File: config.mk
export PLATFORM = sky130hd
export DESIGN_NAME = sim_ctrl_flat
export DESIGN_NICKNAME = d
export VERILOG_FILES = /design/src/rtl/sim_ctrl_pkg.sv /design/src/rtl/sim_ctrl_if.sv /design/src/rtl/sim_ctrl_hart.sv /design/src/rtl/sim_ctrl.sv /design/src/flat_wrapper.sv
export SDC_FILE = /design/constraint.sdc
export NUM_CORES = 1
export LEC_CHECK = 0
export CELL_PAD_IN_SITES_DETAIL_PLACEMENT = 1
export CELL_PAD_IN_SITES_GLOBAL_PLACEMENT = 1
export CORE_MARGIN = 8
export CORE_UTILIZATION = 40
export CTS_CLUSTER_SIZE = 24
export DETAILED_ROUTE_END_ITERATION = 10
export PLACE_DENSITY_LB_ADDON = 0.3
export SYNTH_ARGS = -nofsm -noshare
export SYNTH_HDL_FRONTEND = slang
export SYNTH_SLANG_ARGS = --single-unit
File: constraint.sdc
create_clock -name clk -period 3.1 [get_ports clk]
set_input_delay 0.62 -clock clk [delete_from_list [all_inputs] [get_ports clk]]
set_output_delay 0.62 -clock clk [all_outputs]
set_load 0.02 [all_outputs]
File: src/rtl/sim_ctrl_pkg.sv
// Shared types and helpers for the simulation run controller.
// Imported by the interface, per-hart tracker and top level.
package sim_ctrl_pkg;

  typedef enum logic [2:0] {
    IDLE,
    RESET,
    RUN,
    DRAIN,
    DONE
  } sim_state_t;

  localparam int unsigned TOHOST_PASS = 1;
  localparam int unsigned POP_W = 256;

  function automatic logic [8:0] popcount(
    input logic [POP_W-1:0] v
  );
    logic [8:0] n;
    n = '0;
    for (int i = 0; i < POP_W; i++) begin
      n = n + 9'(v[i]);
    end
    return n;
  endfunction

endpackage

File: src/rtl/sim_ctrl_if.sv
// Bench-facing bundle of the run controller: control, per-hart
// strobes/data and run results.
interface sim_ctrl_if #(
  parameter int unsigned NUM_HARTS = 1,
  parameter int unsigned XLEN      = 32,
  parameter int unsigned CNT_W     = 32
);

  logic                      start;
  logic                      core_rst;
  logic [NUM_HARTS-1:0]      retire_valid;
  logic [NUM_HARTS-1:0]      tohost_we;
  logic [NUM_HARTS*XLEN-1:0] tohost_data;
  logic                      running;
  logic                      done;
  logic                      pass;
  logic                      timeout;
  logic [XLEN-1:0]           exit_code;
  logic [NUM_HARTS-1:0]      hart_done;
  logic [CNT_W-1:0]          cycle_count;
  logic [CNT_W-1:0]          instret_total;

  modport master (
    output start,
    output retire_valid,
    output tohost_we,
    output tohost_data,
    input  core_rst,
    input  running,
    input  done,
    input  pass,
    input  timeout,
    input  exit_code,
    input  hart_done,
    input  cycle_count,
    input  instret_total
  );

  modport slave (
    input  start,
    input  retire_valid,
    input  tohost_we,
    input  tohost_data,
    output core_rst,
    output running,
    output done,
    output pass,
    output timeout,
    output exit_code,
    output hart_done,
    output cycle_count,
    output instret_total
  );

endinterface

File: src/rtl/sim_ctrl_hart.sv
// Per-hart completion tracker: first tohost write in RUN decides
// pass/fail; later writes are ignored until cleared.
module sim_ctrl_hart
  import sim_ctrl_pkg::*;
#(
  parameter int unsigned XLEN = 32
) (
  input  logic            clk,
  input  logic            rst,
  input  logic            run_en,
  input  logic            clear,
  input  logic            we,
  input  logic [XLEN-1:0] data,
  output logic            done,
  output logic            passed,
  output logic            fail_valid,
  output logic [XLEN-1:0] code
);

  logic            hit;
  logic            pass_hit;
  logic            passed_q;
  logic [XLEN-1:0] code_q;

  assign hit        = run_en & we & ~done;
  assign pass_hit   = hit & (data == XLEN'(TOHOST_PASS));
  assign fail_valid = hit & ~pass_hit;
  // Includes this cycle's write so the top sees it on exit.
  assign passed     = passed_q | pass_hit;
  assign code       = fail_valid ? (data >> 1) : code_q;

  always_ff @(posedge clk) begin
    if (!rst || clear) begin
      done     <= 1'b0;
      passed_q <= 1'b0;
      code_q   <= '0;
    end else if (hit) begin
      done     <= 1'b1;
      passed_q <= pass_hit;
      if (fail_valid) code_q <= data >> 1;
    end
  end

endmodule

File: src/rtl/sim_ctrl.sv
// Simulation run controller: core reset sequencing, watchdog,
// per-hart tohost completion and run statistics.
module sim_ctrl
  import sim_ctrl_pkg::*;
#(
  parameter int unsigned NUM_HARTS    = 1,
  parameter int unsigned XLEN         = 32,
  parameter int unsigned CNT_W        = 32,
  parameter int unsigned RESET_CYCLES = 1,
  parameter int unsigned MAX_CYCLES   = 100000,
  parameter int unsigned DRAIN_CYCLES = 4
) (
  input logic       clk,
  input logic       rst,
  sim_ctrl_if.slave bus
);

  localparam logic [CNT_W-1:0] WD_LAST = CNT_W'(MAX_CYCLES - 1);

  sim_state_t           state;
  logic [31:0]          rst_cnt;
  logic [31:0]          drain_cnt;
  logic                 fail_seen;
  logic                 run_en;
  logic                 clear;
  logic                 all_now;
  logic                 wd_hit;
  logic [NUM_HARTS-1:0] hart_done;
  logic [NUM_HARTS-1:0] passed;
  logic [NUM_HARTS-1:0] fail_valid;
  logic [XLEN-1:0]      codes [NUM_HARTS];
  logic [XLEN-1:0]      first_code;
  logic [CNT_W-1:0]     retire_sum;
  logic [CNT_W:0]       inst_add;
  logic [CNT_W-1:0]     inst_next;
  logic [CNT_W-1:0]     cyc_next;

  assign run_en = (state == RUN);
  assign clear  = bus.start & ((state == IDLE) | (state == DONE));

  for (genvar g = 0; g < NUM_HARTS; g++) begin : g_hart
    sim_ctrl_hart #(.XLEN(XLEN)) u_hart (
      .clk        (clk),
      .rst        (rst),
      .run_en     (run_en),
      .clear      (clear),
      .we         (bus.tohost_we[g]),
      .data       (bus.tohost_data[g*XLEN +: XLEN]),
      .done       (hart_done[g]),
      .passed     (passed[g]),
      .fail_valid (fail_valid[g]),
      .code       (codes[g])
    );
  end

  assign bus.hart_done = hart_done;

  // Lowest hart index wins a same-cycle failure tie.
  always_comb begin
    first_code = '0;
    for (int i = NUM_HARTS - 1; i >= 0; i--) begin
      if (fail_valid[i]) first_code = codes[i];
    end
  end

  assign all_now    = &(hart_done | bus.tohost_we);
  assign wd_hit     = (MAX_CYCLES != 0) &&
                      (bus.cycle_count == WD_LAST);
  assign retire_sum = CNT_W'(popcount(POP_W'(bus.retire_valid)));
  assign inst_add   = {1'b0, bus.instret_total} + {1'b0, retire_sum};
  assign inst_next  = inst_add[CNT_W] ? '1 : inst_add[CNT_W-1:0];
  assign cyc_next   = (&bus.cycle_count) ? bus.cycle_count
                                         : bus.cycle_count + 1'b1;

  always_ff @(posedge clk) begin
    if (!rst) begin
      state             <= IDLE;
      bus.core_rst      <= 1'b1;
      bus.running       <= 1'b0;
      bus.done          <= 1'b0;
      bus.pass          <= 1'b0;
      bus.timeout       <= 1'b0;
      bus.exit_code     <= '0;
      bus.cycle_count   <= '0;
      bus.instret_total <= '0;
      rst_cnt           <= '0;
      drain_cnt         <= '0;
      fail_seen         <= 1'b0;
    end else begin
      unique case (state)
        IDLE, DONE: begin
          if (bus.start) begin
            state             <= RESET;
            bus.core_rst      <= 1'b1;
            bus.running       <= 1'b0;
            bus.done          <= 1'b0;
            bus.pass          <= 1'b0;
            bus.timeout       <= 1'b0;
            bus.exit_code     <= '0;
            bus.cycle_count   <= '0;
            bus.instret_total <= '0;
            fail_seen         <= 1'b0;
            rst_cnt           <= 32'(RESET_CYCLES - 1);
          end
        end
        RESET: begin
          if (rst_cnt == 0) begin
            state        <= RUN;
            bus.core_rst <= 1'b0;
            bus.running  <= 1'b1;
          end else begin
            rst_cnt <= rst_cnt - 1;
          end
        end
        RUN: begin
          bus.cycle_count   <= cyc_next;
          bus.instret_total <= inst_next;
          if (!fail_seen && |fail_valid) begin
            fail_seen     <= 1'b1;
            bus.exit_code <= first_code;
          end
          if (all_now) begin
            if (DRAIN_CYCLES == 0) begin
              state        <= DONE;
              bus.core_rst <= 1'b1;
              bus.running  <= 1'b0;
              bus.done     <= 1'b1;
              bus.pass     <= &passed;
            end else begin
              state     <= DRAIN;
              drain_cnt <= 32'(DRAIN_CYCLES - 1);
            end
          end else if (wd_hit) begin
            state        <= DONE;
            bus.core_rst <= 1'b1;
            bus.running  <= 1'b0;
            bus.done     <= 1'b1;
            bus.timeout  <= 1'b1;
            bus.pass     <= 1'b0;
          end
        end
        DRAIN: begin
          bus.instret_total <= inst_next;
          if (drain_cnt == 0) begin
            state        <= DONE;
            bus.core_rst <= 1'b1;
            bus.running  <= 1'b0;
            bus.done     <= 1'b1;
            bus.pass     <= &passed;
          end else begin
            drain_cnt <= drain_cnt - 1;
          end
        end
        default: state <= IDLE;
      endcase
    end
  end

endmodule
File: src/flat_wrapper.sv
// flat-port wrapper written by rule: the top's interface ports become plain ports
module sim_ctrl_flat import sim_ctrl_pkg::*;
#(
  parameter int unsigned NUM_HARTS    = 1,
  parameter int unsigned XLEN         = 32,
  parameter int unsigned CNT_W        = 32,
  parameter int unsigned RESET_CYCLES = 1,
  parameter int unsigned MAX_CYCLES   = 100000,
  parameter int unsigned DRAIN_CYCLES = 4
)
  (clk, rst, bus_start, bus_retire_valid, bus_tohost_we, bus_tohost_data, bus_core_rst, bus_running, bus_done, bus_pass, bus_timeout, bus_exit_code, bus_hart_done, bus_cycle_count, bus_instret_total);
  sim_ctrl_if #(.NUM_HARTS(NUM_HARTS), .XLEN(XLEN), .CNT_W(CNT_W)) bus_i ();
  input logic clk;
  input logic rst;
  input wire logic [$bits(bus_i.start)-1:0] bus_start;
  input wire logic [$bits(bus_i.retire_valid)-1:0] bus_retire_valid;
  input wire logic [$bits(bus_i.tohost_we)-1:0] bus_tohost_we;
  input wire logic [$bits(bus_i.tohost_data)-1:0] bus_tohost_data;
  output wire logic [$bits(bus_i.core_rst)-1:0] bus_core_rst;
  output wire logic [$bits(bus_i.running)-1:0] bus_running;
  output wire logic [$bits(bus_i.done)-1:0] bus_done;
  output wire logic [$bits(bus_i.pass)-1:0] bus_pass;
  output wire logic [$bits(bus_i.timeout)-1:0] bus_timeout;
  output wire logic [$bits(bus_i.exit_code)-1:0] bus_exit_code;
  output wire logic [$bits(bus_i.hart_done)-1:0] bus_hart_done;
  output wire logic [$bits(bus_i.cycle_count)-1:0] bus_cycle_count;
  output wire logic [$bits(bus_i.instret_total)-1:0] bus_instret_total;
  assign bus_i.start = bus_start;
  assign bus_i.retire_valid = bus_retire_valid;
  assign bus_i.tohost_we = bus_tohost_we;
  assign bus_i.tohost_data = bus_tohost_data;
  assign bus_core_rst = bus_i.core_rst;
  assign bus_running = bus_i.running;
  assign bus_done = bus_i.done;
  assign bus_pass = bus_i.pass;
  assign bus_timeout = bus_i.timeout;
  assign bus_exit_code = bus_i.exit_code;
  assign bus_hart_done = bus_i.hart_done;
  assign bus_cycle_count = bus_i.cycle_count;
  assign bus_instret_total = bus_i.instret_total;
  sim_ctrl #(.NUM_HARTS(NUM_HARTS), .XLEN(XLEN), .CNT_W(CNT_W), .RESET_CYCLES(RESET_CYCLES), .MAX_CYCLES(MAX_CYCLES), .DRAIN_CYCLES(DRAIN_CYCLES)) u_core (.clk(clk), .rst(rst), .bus(bus_i));
endmodule
# Word level (Yosys, flattened, before mapping)
# Index checks and enable logic that the tools add are counted.
dict set report totals {
  regBits 171
  out_inout_bits 102
  elab_cells 107
}
dict set report op_classes {
  n_addsub 4
  eq_ne 17
  mux 37
  bitwise 10
  reduce_logical 25
}
# operator count
set ops {}
lappend ops {{$pmux W32 S2} 5}
lappend ops {{$mux W32} 7}
lappend ops {{$logic_not A32 Y1} 2}
lappend ops {{$sub A32 B1 Y32 const B} 2}
lappend ops {{$add A32 B1 Y33} 1}
lappend ops {{$add A32 B1 Y32 const B} 1}
lappend ops {{$eq A32 B1 Y1 const B} 1}
lappend ops {{$eq A32 B17 Y1 const B} 1}
lappend ops {{$reduce_and A32 Y1} 1}
lappend ops {{$mux W31} 1}
lappend ops {{$mux W3} 5}
lappend ops {{$mux W1} 12}
lappend ops {{$pmux W3 S4} 1}
lappend ops {{$reduce_and A3 Y1} 4}
lappend ops {{$ne A2 B1 Y1 const B} 5}
lappend ops {{$ne A2 B2 Y1 const B} 5}
lappend ops {{$pmux W1 S4} 2}
lappend ops {{$reduce_and A4 Y1} 2}
lappend ops {{$reduce_bool A2 Y1} 4}
lappend ops {{$eq A3 B2 Y1 const B} 2}
lappend ops {{$pmux W1 S3} 2}
lappend ops {{$reduce_and A6 Y1} 1}
lappend ops {{$and A1 B1 Y1} 5}
lappend ops {{$reduce_and A5 Y1} 1}
lappend ops {{other kinds (14)} 20}

# Depth between registers and ports, before layout
# Gate-level depths: netlist of run 1.
dict set report logic_depth {
  word_depth 9
  mapped_depth 10
}

# By module
# A second synthesis of run 1 with hierarchy kept.
dict set report hier_totals {
  hier_cells 1203
  hier_area_um2 9974.6
}
# module instances cells_each area_per_inst_um2
set by_module_without_submodules {}
lappend by_module_without_submodules {sim_ctrl 1 1008 8079.0}
lappend by_module_without_submodules {sim_ctrl_hart 1 195 1895.6}

# Worst setup path before layout of run 1
# Ideal clock, no wire load.
dict set report synth_timing {
  kind {register to register}
  from {reg u_core.bus.cycle_count[0]}
  to {reg u_core.bus.cycle_count[2]}
  t_arrival_ps 2531
  slack_ps 442
  path_stages_with_launch 10
  n_path_buf 2
  cell_sequence {dfxtp_1 -> ha_1 -> and4_1 -> clkbuf_1 -> nand4_1 -> nor4_1 -> clkbuf_1 -> nor3b_1 -> xnor2_1 -> nor2_1}
}
dict set report synth_between {
  elab_chain_len 3
}
# item line
set synth_rtl {}
lappend synth_rtl {{start: declaration} sim_ctrl_if.sv:51} ;# output cycle_count,
lappend synth_rtl {{start signal: assignment} sim_ctrl.sv:116} ;# bus.cycle_count <= cyc_next;
lappend synth_rtl {{$add A32 B1 Y32 or $reduce_and A32 Y1 (tied branches)} {sim_ctrl.sv:73, sim_ctrl.sv:72}}
lappend synth_rtl {{$mux W32 or $ne A2 B2 Y1 (tied branches)} --}
lappend synth_rtl {{$pmux W32 S2 or $reduce_and A3 Y1 (tied branches)} --}
# Several ways; a longest one is shown, not always the timed one. The select of a mux whose other input is x is not followed.
# A chain may end at the register's enable or synchronous reset.

# Worst setup path in the final report of run 1
dict set report layout_timing {
  from {reg u_core.rst_cnt[4]}
  to {reg u_core.rst_cnt[25]}
}
dict set report layout_between {
  elab_chain_len 3
}
# item line
set layout_rtl {}
lappend layout_rtl {{start: declaration} sim_ctrl.sv:21} ;# logic [31:0] rst_cnt;
lappend layout_rtl {{start signal: assignment} sim_ctrl.sv:103} ;# rst_cnt <= 32'(RESET_CYCLES - 1);
lappend layout_rtl {{start signal: assignment} sim_ctrl.sv:112} ;# rst_cnt <= rst_cnt - 1;
lappend layout_rtl {{$sub A32 B1 Y32 or $logic_not A32 Y1 (tied branches)} {sim_ctrl.sv:112, sim_ctrl.sv:107}}
lappend layout_rtl {{$mux W32 or $ne A2 B2 Y1 (tied branches)} --}
lappend layout_rtl {{$pmux W32 S2 or $reduce_and A3 Y1 (tied branches)} --}
# Several ways; a longest one is shown, not always the timed one. The select of a mux whose other input is x is not followed.

==> results of run 1 <==
per-stage QoR:
stage	instances	cell area (sq um)	utilization	power (mW)	TNS (ns)
floorplan	950	8010	-	5.91	0
global placement	1335	9840	0.502	6.97	0
detailed placement	1335	9840	0.502	7.12	-0.336
CTS	1367	10400	0.530	9.23	0
global route	1367	10400	0.530	9.88	0
finish	1367	10400	0.530	9.23	0
synth_stat cells (3+ instances only):
cell / instances
nand3_1: 43
nand4b_1: 6
or3_1: 28
nand4_1: 23
nor3_1: 40
or3b_2: 3
and3_1: 13
o211ai_1: 11
nor3b_1: 8
nor4_1: 30
xor2_1: 28
a2111oi_0: 3
a21o_1: 5
nor4b_1: 6
nand2_1: 51
a21oi_1: 59
nand2b_1: 4
o31ai_1: 9
ha_1: 5
or2_2: 7
a31oi_1: 4
o21a_1: 4
dfxtp_1: 170
nor2_1: 117
o21ai_0: 48
a311oi_1: 3
and4_1: 13
clkbuf_1: 45
inv_1: 13
buf_2: 4
or4_4: 3
nor2b_1: 7
or4_1: 17
xnor2_1: 31
nand3b_1: 5
o311ai_0: 4
and2_1: 6
o211a_1: 4
mux2i_1: 4
a211oi_1: 15
a22o_1: 31
placed cells by master (no fill, tap or decap), drive strengths merged, types with 4 or more instances in the layout:
| cell | netlist | layout |
|---|---|---|
| nor3 | 41 | 41 |
| o21ai | 48 | 48 |
| and4 | 13 | 13 |
| or4 | 20 | 20 |
| nor3b | 8 | 8 |
| nor2b | 7 | 7 |
| nand4 | 23 | 23 |
| ha | 5 | 5 |
| nor4b | 6 | 6 |
| xnor2 | 31 | 31 |
| clkbuf | 45 | 18 |
| nand2 | 51 | 51 |
| o211a | 4 | 4 |
| nand4b | 6 | 6 |
| o31ai | 10 | 10 |
| o311ai | 4 | 4 |
| o21a | 4 | 4 |
| clkinv | 0 | 6 |
| nor2 | 117 | 117 |
| mux2i | 4 | 4 |
| or3 | 28 | 28 |
| dfxtp | 170 | 170 |
| a211oi | 15 | 15 |
| or2 | 8 | 8 |
| and2 | 6 | 6 |
| nand3 | 43 | 43 |
| inv | 13 | 18 |
| a21oi | 59 | 59 |
| a21o | 5 | 5 |
| nand3b | 5 | 5 |
| nand2b | 4 | 4 |
| clkdlybuf4s50 | 0 | 137 |
| nor4 | 30 | 30 |
| buf | 9 | 37 |
| a22o | 31 | 31 |
| a31oi | 4 | 4 |
| xor2 | 28 | 28 |
| and3 | 13 | 13 |
| o211ai | 11 | 11 |
worst reg2reg max path, stage by stage, from the launching register on:
cell and delay (ns):
dfxtp_1 0.36, or4_4 0.58, or2_4 0.29, or4_4 0.60, or4_4 0.53, or3_1 0.33
a21oi_1 0.15
area by class of cell:
| class | instances | area (sq um) | area share |
|---|---|---|---|
| Multi-Input combinational cell | 713 | 4360 | 0.420 |
| Sequential cell | 170 | 3400 | 0.328 |
| Timing Repair Buffer | 174 | 1700 | 0.164 |
| Clock buffer | 18 | 429 | 0.0413 |
| Tap cell | 265 | 332 | 0.0319 |
| Clock inverter | 14 | 115 | 0.0111 |
| Inverter | 13 | 48.8 | 0.00470 |
worst paths after layout:
check	end	slack, ns	depth (start not counted)
worst max-delay path	u_core.rst_cnt[25]	0.19	6
worst min register to register	u_core.bus.timeout	0.47	1
worst min-delay path	u_core.bus.timeout	0.47	1
worst max register to register	u_core.rst_cnt[25]	0.19	6
logic make-up (layout without fill, tap and decap cells):
group                      after synthesis  after routing
AOI/OAI and AO/OA                      210            210
xor gates and xnor gates                59             59
adders and majority gates                5              5
buffers and inverters                   67            219
DFF                                    170            170
muxes                                    4              4
other                                    1              1
and+or+nand+nor                        434            434
repair_timing:
action	in CTS	in global routing
hold endpoints to repair	0	0
buffers inserted	0	0
endpoints found under the setup margin	0	1
resized for setup	0	1
state kept, by name, summed over array words and instances, names as in the netlist:
name and count:
u_core.bus.pass 1, u_core.drain_cnt 32, u_core.g_hart.u_hart.done 1, u_core.bus.timeout 1, u_core.bus.running 1, u_core.state 3, u_core.rst_cnt 32, u_core.bus.instret_total 32
u_core.bus.done 1, u_core.g_hart.u_hart.passed_q 1, u_core.bus.cycle_count 32, u_core.bus.core_rst 1, u_core.fail_seen 1, u_core.bus.exit_code 31
metal layers:
metal / track usage / part of all wire / up-vias / wire length (um)
met1: 0.230 / 0.43 / 3819 / 10700
met2: 0.362 / 0.50 / 147 / 12500
met5: 0 / 0 / - / 0
li1: - / - / 3773 / -
met3: 0.0631 / 0.058 / 27 / 1450
met4: 0.0712 / 0.016 / 0 / 393
where the power goes:
group          internal (mW)  leakage, nW  total, mW  switching [mW]
clock network           1.04        0.258       2.01           0.972
logic                   1.74         2.00       4.36            2.63
registers               2.51         1.37       2.85           0.337
==> results_dict.tcl, run 1 <==
set metrics [dict create \
    cts_buffer_depth 2 \
    critPathSlowestCell "or4_4" \
    cts_sinks 170 \
    ctsRootBufferMaster "clkbuf_16" \
    critPathRequiredTime_ns 3.47 \
    cp-start-kind "register" \
    period_share 0.937 \
    synthArstFlopShare 0 \
    slew_headroom 0.321 \
    cts_tree "built" \
    synthXorXnorAreaFrac 0.0645 \
    grt_pass1_vias 8255 \
    yosys-top-cells-area "dfxtp_1 (42%), nor2_1 (5.5%), a21oi_1 (3.7%)" \
    place_congestion 0.809 \
    drive_gt1_frac 0.0853 \
    layout_setup_ws_ns 0.194 \
    num_io_pins 139 \
    min_from "u_core.bus.timeout" \
    drt-initial-drc-count 298 \
    synth_cell_types 56 \
    drt-pass1-iter-count 4 \
    grt-ovfl-total 0 \
    hold_viol_final 0 \
    hold-worst-slack_ns 0.473 \
    totalWireLength_um 25000 \
    syn-num-nets 992 \
    cp_common_cell "or4_4" \
    clk_pin_slew_ns 0.07 \
    peakVddDrop_mv 0.544 \
    yosysTopAreaCell "dfxtp_1" \
    die_area_sq_mm 0.0248 \
    period_minus_slack_ns 2.91 \
    antenna_found_initial 0 \
    synth-main-ff-cell "dfxtp_1" \
    synth.area.mux_share 0.00500 \
    power_density_mw_per_mm2 888 \
    fill_cells 2339 \
    cp_max_fo 11 \
    wl_per_cell_um 18.3 \
    max_stage_delay_ns 0.59 \
    fin_nets 1131 \
    h-tree-depth 4 \
    maxCapViolCount 0 \
    die_width_um 158 \
    max_freq_mhz 344 \
    synth_fa_ha_area_frac 0.00781 \
    setup_viol 0 \
    drc 0 \
    synthSimpleGateAreaFrac 0.291 \
    drt.antenna.violating_nets 0 \
    insertion_delay_ns 0.44 \
    synth-compound-area-share 0.172 \
    holdCritPathClass "register to register" \
    rr_startpoint "u_core.rst_cnt[4]" \
    dp_hpwl_um 17800 \
    yosysSeqAreaShare 0.425 \
    yosysWarnings 0 \
    status "finished, final reports clean" \
    syn-instance-count 950 \
    dp_worst_setup_slack_ns -0.115 \
    vias_per_cell 5.68 \
    grt_pass1_wl_um 41500 \
    syn-cell-area_sq_mm 0.00801 \
    path_cells "or4_4, or2_4, or4_4, or4_4, or3_1, a21oi_1" \
    diodes 0 \
    worst_pin_slew_ns 1.01 \
    cp_top_family "simple AND/OR/NAND/NOR gates" \
    synth_top_area_share 0.425 \
    synth_edf_count 0 \
    num_vias 7766 \
    synth_top_family_by_area "simple AND/OR/NAND/NOR gates" \
    cts_hold_buf 0 \
    path_class "register to register" \
    crit_start "u_core.rst_cnt[4]" \
    p_leak_nw 3.63 \
    postSynthAreaPerCell_sq_um 8.43 \
    io_buffers 137 \
    finalMaxSlewViolations 0 \
    coreArea_sq_mm 0.0196 \
    cts-buffers-inserted 17 \
    track_usage 0.205 \
    grt_max_degree 35 \
    rsz0062_at_grt "false" \
    syn2layout_area_growth_pct 29.7 \
    die_y_um 158 \
    path_buf_inv 0 \
    rows 51 \
    ys_seq_elements 170 \
    cp.arrival_ns 3.27 \
    skew_ns 0.0113 \
    cp-end-kind "register" \
    start_util 0.409 \
]
No activity file was read; power rests on OpenSTA's default activity.
==> run 2: changes to the inputs <==
- CORE_MARGIN: 8 -> 2
==> results_dict.tcl, run 2 (synthesis gave the netlist of run 1 again) <==
set metrics [dict create \
    grt-ovfl-total 0 \
    io_buffers 137 \
    status "finished, final reports clean" \
    ctsRootBufferMaster "clkbuf_16" \
    grt_pass1_wl_um 40800 \
    cts_buffer_depth 2 \
    dp_worst_setup_slack_ns 0.0874 \
    drt-pass1-iter-count 4 \
    path_cells "or4_4, or2_4, or4_4, or4_4, or3_1, a21oi_1" \
    drc 0 \
    syn2layout_area_growth_pct 30.4 \
    wl_per_cell_um 17.8 \
    cp_common_cell "or4_4" \
    slew_headroom 0.345 \
    h-tree-depth 4 \
    die_width_um 146 \
    fin_nets 1133 \
    period_share 0.928 \
    hold_viol_final 0 \
    cp_max_fo 11 \
    cts.repair.resized 0 \
    holdCritPathClass "register to register" \
    vias_per_cell 5.72 \
    dp_hpwl_um 16600 \
    cts_tree "built" \
    final_common_cell "dfxtp_1" \
    die_area_sq_mm 0.0212 \
    cts_setup_buffers 0 \
    clk_pin_slew_ns 0.07 \
    diodes 0 \
    grt_pass1_vias 7989 \
    num_io_pins 139 \
    insertion_delay_ns 0.44 \
    setup-tns-final_ns 0 \
    critPathRequiredTime_ns 3.46 \
    totalWireLength_um 24400 \
    path_class "register to register" \
    skew_ns 0.0128 \
    cp-start-kind "register" \
    rsz0062_at_grt "false" \
    p_leak_nw 3.68 \
    start_util 0.410 \
    drive_gt1_frac 0.0870 \
    final_cell_mix "dfxtp_1 (170), clkdlybuf4s50_1 (137), nor2_1 (116), a21oi_1 (59), nand2_1 (50)" \
    cp.arrival_ns 3.24 \
    power_density_mw_per_mm2 905 \
    cts_hold_buf 0 \
    cts-buffers-inserted 17 \
    cts_sinks 170 \
    track_usage 0.231 \
    rows 51 \
    finalPower_mw 9.45 \
    worst_pin_slew_ns 0.975 \
    drt-initial-drc-count 394 \
    cp-end-kind "register" \
    max_stage_delay_ns 0.59 \
    critPathSlowestCell "or4_4" \
    antenna_found_initial 1 \
    drt.antenna.violating_nets 0 \
    setup_viol 0 \
    fill_cells 2303 \
    peakVddDrop_mv 0.514 \
    layout_setup_ws_ns 0.223 \
    maxCapViolCount 0 \
    path_buf_inv 0 \
    num_vias 7828 \
    period_minus_slack_ns 2.88 \
    place_congestion 0.775 \
    postLayoutCoreUtil 0.535 \
    die_y_um 146 \
    coreArea_sq_mm 0.0195 \
    cp_top_family "simple AND/OR/NAND/NOR gates" \
    finalMaxSlewViolations 0 \
    grt_max_degree 40 \
    max_freq_mhz 348 \
]
[run 2: area by class of cell]
| cell class | instances | area [sq um] | share of cell area |
|---|---|---|---|
| timing repair buffer | 176 | 1700 | 0.163 |
| sequential | 170 | 3400 | 0.326 |
| inverter | 13 | 48.8 | 0.00467 |
| tap | 265 | 332 | 0.0318 |
| multi-input combinational | 713 | 4360 | 0.417 |
| clock inverter | 15 | 173 | 0.0165 |
| clock buffer | 17 | 425 | 0.0407 |
[run 2: stage by stage]
stage	hold WS (ns)	instances	area [sq um]
after floorplan	0.442	950	8010
after global routing	0.500	1369	10400
after global placement	0.448	1337	9840
after detailed placement	0.452	1337	9840
after CTS	0.474	1369	10400
final	0.464	1369	10400
[run 2: power breakdown]
part,switching [mW],total [mW],internal (mW)
registers,0.331,2.84,2.51
logic,2.66,4.42,1.76
clock network,1.04,2.20,1.16
[run 2: worst min-delay path: stages, from the launching register on]
cell	delay, ns
dfxtp_1	0.31
nand2_1	0.05
o21ai_0	0.06
[run 2: path summary, 6_finish.rpt]
kind                     start                 end  slack, ns  cells after the start
max          u_core.rst_cnt[4]  u_core.rst_cnt[25]       0.22                      6
min            u_core.bus.done     u_core.bus.done       0.46                      2
max reg2reg  u_core.rst_cnt[4]  u_core.rst_cnt[25]       0.22                      6
min reg2reg    u_core.bus.done     u_core.bus.done       0.46                      2
[run 2: metal layers]
layer  GRT usage  share of wire  vias to the layer above
met2       0.397           0.49                      167
li1            -              -                     3787
met4      0.0642          0.012                        2
met1       0.286           0.44                     3848
met3      0.0630          0.056                       24
met5           0        0.00053                        -
